File: src/rtl/divmod_pkg.sv
// -----------------------------------------------------------------------------
// divmod_pkg
//
// Shared types and constants for the sequential divide/modulo unit.
//
//   divmod_state_t : controller states (IDLE, CALC, DONE)
//   DIVMOD_N       : default operand/result width
//   cnt_width()    : width of the step counter for a given operand width
// -----------------------------------------------------------------------------
package divmod_pkg;

  typedef enum logic [1:0] {
    IDLE = 2'd0,
    CALC = 2'd1,
    DONE = 2'd2
  } divmod_state_t;

  localparam int unsigned DIVMOD_N = 4;

  // The step counter runs 0..N-1, so $clog2(N) bits are enough. N is at
  // least 2, which keeps the width at one bit or more.
  function automatic int unsigned cnt_width(input int unsigned n);
    return (n < 2) ? 1 : $clog2(n);
  endfunction

endpackage : divmod_pkg

File: src/rtl/divmod_step.sv
// -----------------------------------------------------------------------------
// divmod_step
//
// One restoring shift-subtract iteration, purely combinational. The next
// dividend bit (MSB of the quotient shift register) is shifted into the
// partial remainder. If the result is at least the divisor, the divisor is
// subtracted and a 1 enters the quotient. Otherwise a 0 enters the quotient.
//
// Ports:
//   pr       in  N+1  current partial remainder
//   q        in  N    quotient shift register (unconsumed dividend bits on top)
//   divisor  in  N    latched divisor
//   pr_next  out N+1  partial remainder after this step
//   q_next   out N    quotient shift register after this step
// -----------------------------------------------------------------------------
module divmod_step
  import divmod_pkg::*;
#(
  parameter int unsigned N = DIVMOD_N
) (
  input  logic [N:0]   pr,
  input  logic [N-1:0] q,
  input  logic [N-1:0] divisor,
  output logic [N:0]   pr_next,
  output logic [N-1:0] q_next
);

  logic [N:0] shifted;
  logic [N:0] divisor_ext;
  logic       fits;

  // The partial remainder always stays below the divisor, so its top bit is
  // zero on entry. Only the low N bits take part in the shift.
  logic unused_pr_msb;
  assign unused_pr_msb = pr[N];

  assign shifted     = {pr[N-1:0], q[N-1]};
  assign divisor_ext = {1'b0, divisor};
  assign fits        = (shifted >= divisor_ext);

  always_comb begin
    if (fits) begin
      pr_next = shifted - divisor_ext;
      q_next  = {q[N-2:0], 1'b1};
    end else begin
      pr_next = shifted;
      q_next  = {q[N-2:0], 1'b0};
    end
  end

endmodule : divmod_step

File: src/rtl/seq_divmod_ctrl.sv
// -----------------------------------------------------------------------------
// seq_divmod_ctrl
//
// Multi-cycle unsigned divide/modulo unit with a start/done handshake.
// It uses restoring division and retires one quotient bit per clock.
// Results and the divide-by-zero flag are registered. They hold until the
// next result is written.
//
// Configuration macro:
//   SEQ_DIVMOD_FAST_PATH_EN - when defined, an accepted start with a nonzero
//   divisor and dividend < divisor writes quotient=0 and remainder=dividend
//   directly. It skips CALC, so done comes one edge after start.
//
// Ports:
//   clk        in   1  rising-edge clock
//   rst        in   1  synchronous active-high reset
//   start      in   1  request, sampled only in IDLE or DONE
//   dividend   in   N  unsigned dividend, latched on accepted start
//   divisor    in   N  unsigned divisor, latched on accepted start
//   busy       out  1  high while the iteration is running (CALC)
//   done       out  1  one-cycle pulse, results valid from this cycle
//   quotient   out  N  registered quotient
//   remainder  out  N  registered remainder
//   error      out  1  registered, set when the last operation had divisor=0
// -----------------------------------------------------------------------------
module seq_divmod_ctrl
  import divmod_pkg::*;
#(
  parameter int unsigned N = DIVMOD_N
) (
  input  logic         clk,
  input  logic         rst,
  input  logic         start,
  input  logic [N-1:0] dividend,
  input  logic [N-1:0] divisor,
  output logic         busy,
  output logic         done,
  output logic [N-1:0] quotient,
  output logic [N-1:0] remainder,
  output logic         error
);

  localparam int unsigned CW = cnt_width(N);
  localparam logic [CW-1:0] LAST_STEP = CW'(N - 1);

  divmod_state_t state_q, state_d;

  // Working registers for the iteration
  logic [N-1:0]  div_q, div_d;     // latched divisor
  logic [N:0]    pr_q, pr_d;       // partial remainder
  logic [N-1:0]  q_q, q_d;         // dividend in, quotient out (shift register)
  logic [CW-1:0] cnt_q, cnt_d;     // completed steps

  // Result registers
  logic [N-1:0]  quo_q, quo_d;
  logic [N-1:0]  rem_q, rem_d;
  logic          err_q, err_d;

  logic [N:0]    step_pr;
  logic [N-1:0]  step_q;

  divmod_step #(.N(N)) u_step (
    .pr      (pr_q),
    .q       (q_q),
    .divisor (div_q),
    .pr_next (step_pr),
    .q_next  (step_q)
  );

  // ---------------------------------------------------------------------------
  // State and datapath registers
  // ---------------------------------------------------------------------------
  // NOTE: sequential state uses non-blocking assignments only. Every flop,
  // including the working registers, is cleared by reset, so an aborted
  // operation leaves nothing behind.
  always_ff @(posedge clk) begin
    if (rst) begin
      state_q <= IDLE;
      div_q   <= '0;
      pr_q    <= '0;
      q_q     <= '0;
      cnt_q   <= '0;
      quo_q   <= '0;
      rem_q   <= '0;
      err_q   <= 1'b0;
    end else begin
      state_q <= state_d;
      div_q   <= div_d;
      pr_q    <= pr_d;
      q_q     <= q_d;
      cnt_q   <= cnt_d;
      quo_q   <= quo_d;
      rem_q   <= rem_d;
      err_q   <= err_d;
    end
  end

  // ---------------------------------------------------------------------------
  // Next-state and datapath logic
  // ---------------------------------------------------------------------------
  // NOTE: every signal gets a hold default before the case, so no path leaves
  // a variable unassigned and no latch is inferred.
  always_comb begin
    state_d = state_q;
    div_d   = div_q;
    pr_d    = pr_q;
    q_d     = q_q;
    cnt_d   = cnt_q;
    quo_d   = quo_q;
    rem_d   = rem_q;
    err_d   = err_q;

    unique case (state_q)
      // DONE accepts a new start exactly like IDLE, which allows back-to-back
      // operation without an idle cycle.
      IDLE, DONE: begin
        if (start) begin
          if (divisor == '0) begin
            quo_d   = '1;
            rem_d   = dividend;
            err_d   = 1'b1;
            state_d = DONE;
          end
`ifdef SEQ_DIVMOD_FAST_PATH_EN
          else if (dividend < divisor) begin
            quo_d   = '0;
            rem_d   = dividend;
            err_d   = 1'b0;
            state_d = DONE;
          end
`endif
          else begin
            div_d   = divisor;
            pr_d    = '0;
            q_d     = dividend;
            cnt_d   = '0;
            state_d = CALC;
          end
        end else begin
          state_d = IDLE;
        end
      end

      // start and the operand inputs are not looked at here. A request during
      // the iteration neither restarts nor extends it.
      CALC: begin
        pr_d  = step_pr;
        q_d   = step_q;
        cnt_d = cnt_q + 1'b1;
        if (cnt_q == LAST_STEP) begin
          quo_d   = step_q;
          rem_d   = step_pr[N-1:0];
          err_d   = 1'b0;
          cnt_d   = '0;
          state_d = DONE;
        end
      end

      default: state_d = IDLE;
    endcase
  end

  // ---------------------------------------------------------------------------
  // Outputs
  // ---------------------------------------------------------------------------
  always_comb begin
    busy      = (state_q == CALC);
    done      = (state_q == DONE);
    quotient  = quo_q;
    remainder = rem_q;
    error     = err_q;
  end

endmodule : seq_divmod_ctrl

File: config.mk
export PLATFORM = sky130hd
export DESIGN_NAME = seq_divmod_ctrl
export DESIGN_NICKNAME = d
export VERILOG_FILES = /design/src/rtl/divmod_pkg.sv /design/src/rtl/divmod_step.sv /design/src/rtl/seq_divmod_ctrl.sv
export SDC_FILE = /design/constraint.sdc
export NUM_CORES = 1
export LEC_CHECK = 0
export BUFFER_PORTS_ARGS = -buffer_cell sky130_fd_sc_hd__buf_2
export CORE_MARGIN = 5
export CORE_UTILIZATION = 58
export CTS_CLUSTER_SIZE = 30
export DETAILED_ROUTE_END_ITERATION = 10
export GPL_TIMING_DRIVEN = 0
export PLACE_DENSITY_LB_ADDON = 0.1
export SETUP_SLACK_MARGIN = 0.4
export SYNTH_ARGS = -nofsm -noshare
export SYNTH_HDL_FRONTEND = slang
export SYNTH_SLANG_ARGS = --single-unit
File: constraint.sdc
create_clock -name clk -period 4.2 [get_ports clk]
set_input_delay 0.21 -clock clk [delete_from_list [all_inputs] [get_ports clk]]
set_output_delay 0.21 -clock clk [all_outputs]
set_load 0.02 [all_outputs]
After elaboration in Yosys (flattened, before gate mapping). Cells that the tools add are included.

$add $sub $neg: 2. Magnitude comparators: 1. Eq/ne operators: 7. Multiplexer cells: 28. Bitwise gates (word level): 1. Reductions and logical operators: 7.

Operators by type and width (number): 2-to-1 mux 4 bit (11); one-hot mux 4 bit (2 select lines) (4); 2-to-1 mux 2 bit (6); one-hot mux 2 bit (2 select lines) (2); != test 2 bit, second input constant (3); AND reduction 3 bit (2); greater-or-equal comparator 5 x 4 -> 1 bit (1); equality test 2 bit, second input constant (2); zero test 4 bit (1); 2-to-1 mux 1 bit (4); AND reduction 4 bit (1); subtractor 4 bit (1); adder 2 x 1 -> 2 bit, second input constant (1); equality test 2 x 1 -> 1 bit, second input constant (1); zero test 2 bit (1); != test 2 x 1 -> 1 bit, second input constant (1); one-hot mux 1 bit (2 select lines) (1); nonzero test 2 bit (1); OR reduction 2 bit (1); inverter 1 bit (1).

Flip-flop bits (word level): 25. Input bits: 11. Output and inout bits: 11. Word-level logic and storage cells: 54.

Logic depth before layout (Yosys ltp).
Depth in word-level cells: 4. Depth in mapped cells: 8. Mapped depth without buffers: 8.

Cells and area by module. Synthesis repeated with hierarchy kept, for this count alone.

Cell total of the unflattened synthesis: 158. Area total of the unflattened synthesis: 1358.8 um^2.

Modules (own cells, without submodules): seq_divmod_ctrl (instances 1, cells an instance 119, area each 1081.0 um^2, sequential area each 520.5 um^2); divmod_step (instances 1, cells an instance 39, area each 277.8 um^2, sequential area each 0.0 um^2).

Worst setup path before layout. Ideal clock, no wire load.

Path kind: register -> register. From: reg q_q[3]. To: reg rem_q[2] (netlist: remainder[2]). Library setup time: 0.088 ns. Arrival: 1.865 ns. Required time: 4.112 ns. Path slack: 2.247 ns. Stages on the path, launching flop included: 8. Path buffers: 0. Period minus slack after synthesis: 1.953 ns. Cell sequence: dfxtp_1 -> inv_1 -> ha_1 -> nand2b_1 -> a2111oi_4 -> nor2_2 -> mux2_4 -> a311oi_2.

Cells in the longest elaborated chain, start to end: 4. Elaborated cells between the ends (all ways): 5. Classes of those cells: add/sub: 1; order compare: 1; mux: 3.

RTL lines: start: declaration (RTL line seq_divmod_ctrl.sv:51) `logic [N-1:0] q_q, q_d;`; start signal: assignment (RTL line seq_divmod_ctrl.sv:90) `q_q <= q_d;`; subtractor 4 bit or greater-or-equal comparator 5 x 4 -> 1 bit (tied branches) (RTL line divmod_step.sv:43, divmod_step.sv:39); 2-to-1 mux 4 bit (*) (RTL line divmod_step.sv:42) `if (fits) begin`; 2-to-1 mux 4 bit (*) (RTL line seq_divmod_ctrl.sv:150) `if (cnt_q == LAST_STEP) begin`; one-hot mux 4 bit (2 select lines) (*) (RTL line seq_divmod_ctrl.sv:113) `unique case (state_q)`; end signal: assignment (RTL line seq_divmod_ctrl.sv:93) `rem_q <= rem_d;`; end: declaration (RTL line seq_divmod_ctrl.sv:56) `logic [N-1:0] rem_q, rem_d;`.

Every way passes the cells marked *; elsewhere a longest branch is shown, timed or not. The select of a mux whose other input is x is not followed. A chain may end at the register's enable or synchronous reset.

Worst setup path after layout.
From: reg q_q[3]. To: reg rem_q[3] (netlist: remainder[3]).

The elaborated chain is that of the path after synthesis.

==> key figures <==
Detailed routing
  • Remaining DRCs: 0
  • Number of iterations in the first detailed-routing pass: 4
  • Initial DRC count: 23
  • Via count: 1140
  • Vias per std cell: 5.62
  • Routed Antenna Nets: 0
  • Drt wl/cell: about 14 µm
  • Post-Route WL: 2770 µm

CTS
  • CTS Buf Count: 3
  • CTS Sinks: 25
  • Worst skew pair latency: ~0.32 ns
  • CTS Hold Bufs: 0
  • Setup bufs post-CTS: 0
  • Number of cells upsized or downsized after cts: 0
  • H-tree levels: 1
  • CTS clk-pin slew, worst paths: approximately 0.13 ns
  • Clk buf depth: 2
  • CTS tree: built
  • Root Driver: clkbuf_4

Worst hold path
  • Min-delay worst type: in2reg
  • WHS Endpoint: div_q[3]
  • Worst hold path startpoint: divisor[3]
  • Hold depth: 3

Worst setup path
  • Worst r2r src: q_q[3]
  • Worst Path Arrival: 2.42 ns
  • WP data required: 4.43 ns
  • CP delay by family, top: compound AO/OA/AOI/OAI gates
  • CP Class: reg2reg
  • CP cell instances: inv_1, ha_1, nand2b_1, a2111oi_4, o21ai_0, o211a_1, a2111oi_2
  • Critical path buffers and inverters: 1
  • Worst reg2reg path depth: 7
  • R2R setup slack: approximately 2.0 ns
  • CP Launch Type: register
  • Crit Path Max Fanout: 4
  • Slowest stage delay, CP: 0.45 ns
  • Crit-path slowest cell: a2111oi_4
  • RR Endpoint: remainder[3]
  • Endpoint class of the critical path: register

Job
  • Max Cap Viol: 0

Synthesis
  • Flops & latches, synth: 25
  • EDFF count, synth: 0
  • Post-Syn Instances: 152
  • Share of flip-flops with an asynchronous set or reset: 0
  • Count leader, synth: nand2_1
  • Seq/Total Area, Yosys: 0.402
  • Mapped Avg Cell Area: roughly 8.2 µm²
  • Cell area after synthesis: between 1000 and 1500 µm²
  • Top cell type's share of synthesized area: 0.402
  • Most common library cells after synthesis: 29 x nand2_1, 25 x dfxtp_1, 21 x nor2_1, 12 x a21oi_1, 9 x nor3_1
  • Post-synth top flop: dfxtp_1
  • Syn nets: 169
  • Synth Warn #: 0
  • Synth top area cells: dfxtp_1 40%, nand2_1 8.7%, nor2_1 6.3%, ha_1 5.0%, a21oi_1 4.8%
  • Area leader, netlist: dfxtp_1
  • Unique cell type count in the Yosys netlist: 37

STA
  • Setup TNS: 0 ns
  • Hold Vio Cnt, Final: 0
  • Crit path time final: 2.19 ns
  • Worst Skew: 0.00324 ns
  • Pins over their slew limit: 0
  • Maximum clock rate: 0.456 GHz
  • Slew headroom: 0.686
  • Measured slew at the worst slew-check pin: ~0.47 ns
  • Unrepaired setup endpoints after global routing: false
  • Final hold slack: roughly 0.13 ns
  • Final Cycle Share: 0.522
  • # setup viols final: 0

Global route
  • Total track usage: 0.187
  • Overflow after GRT: 0
  • Largest net degree at the start of global routing: 14
  • Initial antenna violation count: 0
  • Global-route wire length before repair: 4710 µm
  • Number of global-route vias before repair: 1131

Die
  • I/O pins: 22
  • Cell Rows: 16
  • Core ar.: about 2000 µm²
  • Die area: 3180 µm²
  • Die Width: 56.4 µm
  • Initial core utilization: 0.622
  • Die Span Y: 56.4 µm

Placement
  • Port Buffers: 20
  • Final GP Congestion: 0.880
  • Final HPWL DP: ~2200 µm

Power
  • Max rail drop VDD: 0.313 mV
  • Seq pwr share: 0.542
  • Net Sw Frac: 0.305
  • P_leak: 0.576 nW
  • Part of the power in the clock network: 0.223
  • Cell Int Power: 0.333 mW
  • Net Sw Power: 0.146 mW
  • Pwr/cell area: 341 nW/µm²
  • Combinational share of power: 0.235

Finish
  • Register Area: 500 µm²
  • Final-stage net count: 194
  • Layout cell share with drive strength beyond 1: 0.176
  • Multi-input logic area: 698 µm²
  • Fillers: 172
  • Area grow syn2layout: 12.9%
  • Ant. Diodes: 0

Outcome
  • Outcome: finished clean
## area by class of cell
cell class | instances | area share
inverters | 6 | 0.0160
multi-input cells | 115 | 0.496
plain buffers | 6 | 0.0178
clock buffers | 4 | 0.0187
flip-flops and latches | 25 | 0.356
well taps | 27 | 0.0240
repair buffers | 20 | 0.0712
## through the flow
stage | util | setup slack, ns | power [mW] | cell area (µm²) | std cells
after floorplan | - | 2.25 | 0.349 | 1250 | 152
after global placement | 0.689 | 2.11 | 0.373 | 1380 | 199
after detailed placement | 0.689 | 2.05 | 0.377 | 1380 | 199
after CTS | 0.703 | 2.01 | 0.482 | 1410 | 203
after global routing | 0.703 | 1.87 | 0.506 | 1410 | 203
final | 0.703 | 2.01 | 0.479 | 1410 | 203
## worst max-delay path by stage
stage | startpoint | to | slack, ns | depth (start not counted)
4_1_cts | q_q[3] | remainder[3] | 2.01 | 7
5_1_grt | q_q[3] | remainder[3] | 1.87 | 7
3_5_place_dp | q_q[3] | remainder[3] | 2.05 | 7
2_1_floorplan | q_q[3] | remainder[2] | 2.25 | 7
3_3_place_gp | q_q[3] | remainder[3] | 2.11 | 7
6_report | q_q[3] | remainder[3] | 2.01 | 7
## layout by cell type, fill, tap and decap left out
cell       netlist  layout
xor2_1           1       1
a2111oi_2        1       1
inv_1            5       5
nand2_1         29      29
nand4_1          1       1
o21ai_0          3       3
or4_1            1       1
nor2b_1          2       2
o31ai_1          2       2
clkinv_1         1       1
nor4_1           1       1
mux2i_1          1       1
nand2b_1         3       3
a211oi_1         2       2
a311oi_1         5       5
or4b_1           1       1
buf_1            1       1
nor3_1           9       9
nand3_1          2       2
fa_1             1       1
and2_1           1       1
a2111oi_4        1       1
or2_4            1       1
o21a_1           2       2
clkbuf_4         0       3
a21oi_1         12      12
ha_1             5       5
a21o_1           1       1
nor2_1          21      21
o211a_1          1       1
nor2_2           1       1
mux2_4           1       1
xnor2_1          1       1
nand4b_1         1       1
clkbuf_1         3       4
buf_2            2      22
dfxtp_1         25      25
a311oi_2         1       1
## worst reg2reg max path: stages, from the launching register on
cell and delay [ns]:
dfxtp_1 0.41, inv_1 0.06, ha_1 0.30, nand2b_1 0.20, a2111oi_4 0.45, o21ai_0 0.18
o211a_1 0.17, a2111oi_2 0.35
## cell families after synthesis
logic type,synth area share
muxes,0.0201
xor gates and xnor gates,0.0141
adders and majority gates,0.0663
AOI/OAI and AO/OA,0.192
buffers and inverters,0.0381
DFF,0.402
and+or+nand+nor,0.268
## sequential cells by signal, summed over array words and instances, names as in the netlist
| register | cells |
|---|---|
| div_q | 4 |
| pr_q | 4 |
| q_q | 4 |
| quotient | 4 |
| remainder | 4 |
| cnt_q | 2 |
| state_q | 2 |
| error | 1 |
## per-layer routing
layer | global-route usage | routed length, µm | share of wire | vias up
met2 | 0.317 | 1340 | 0.48 | 41
met4 | 0.0780 | 50 | 0.018 | 0
met5 | 0 | 0 | 0 | -
met1 | 0.208 | 1180 | 0.42 | 512
li1 | - | - | - | 580
met3 | 0.0711 | 206 | 0.074 | 7
## power by group through the flow
stage	Sequential [mW]	Combinational [mW]	Clock, mW
after floorplan	0.265	0.0840	0
after global placement	0.264	0.108	0
after detailed placement	0.265	0.112	0
after CTS	0.260	0.113	0.109
after global routing	0.262	0.125	0.120
final	0.260	0.113	0.107
No activity file was read; power rests on OpenSTA's default activity.
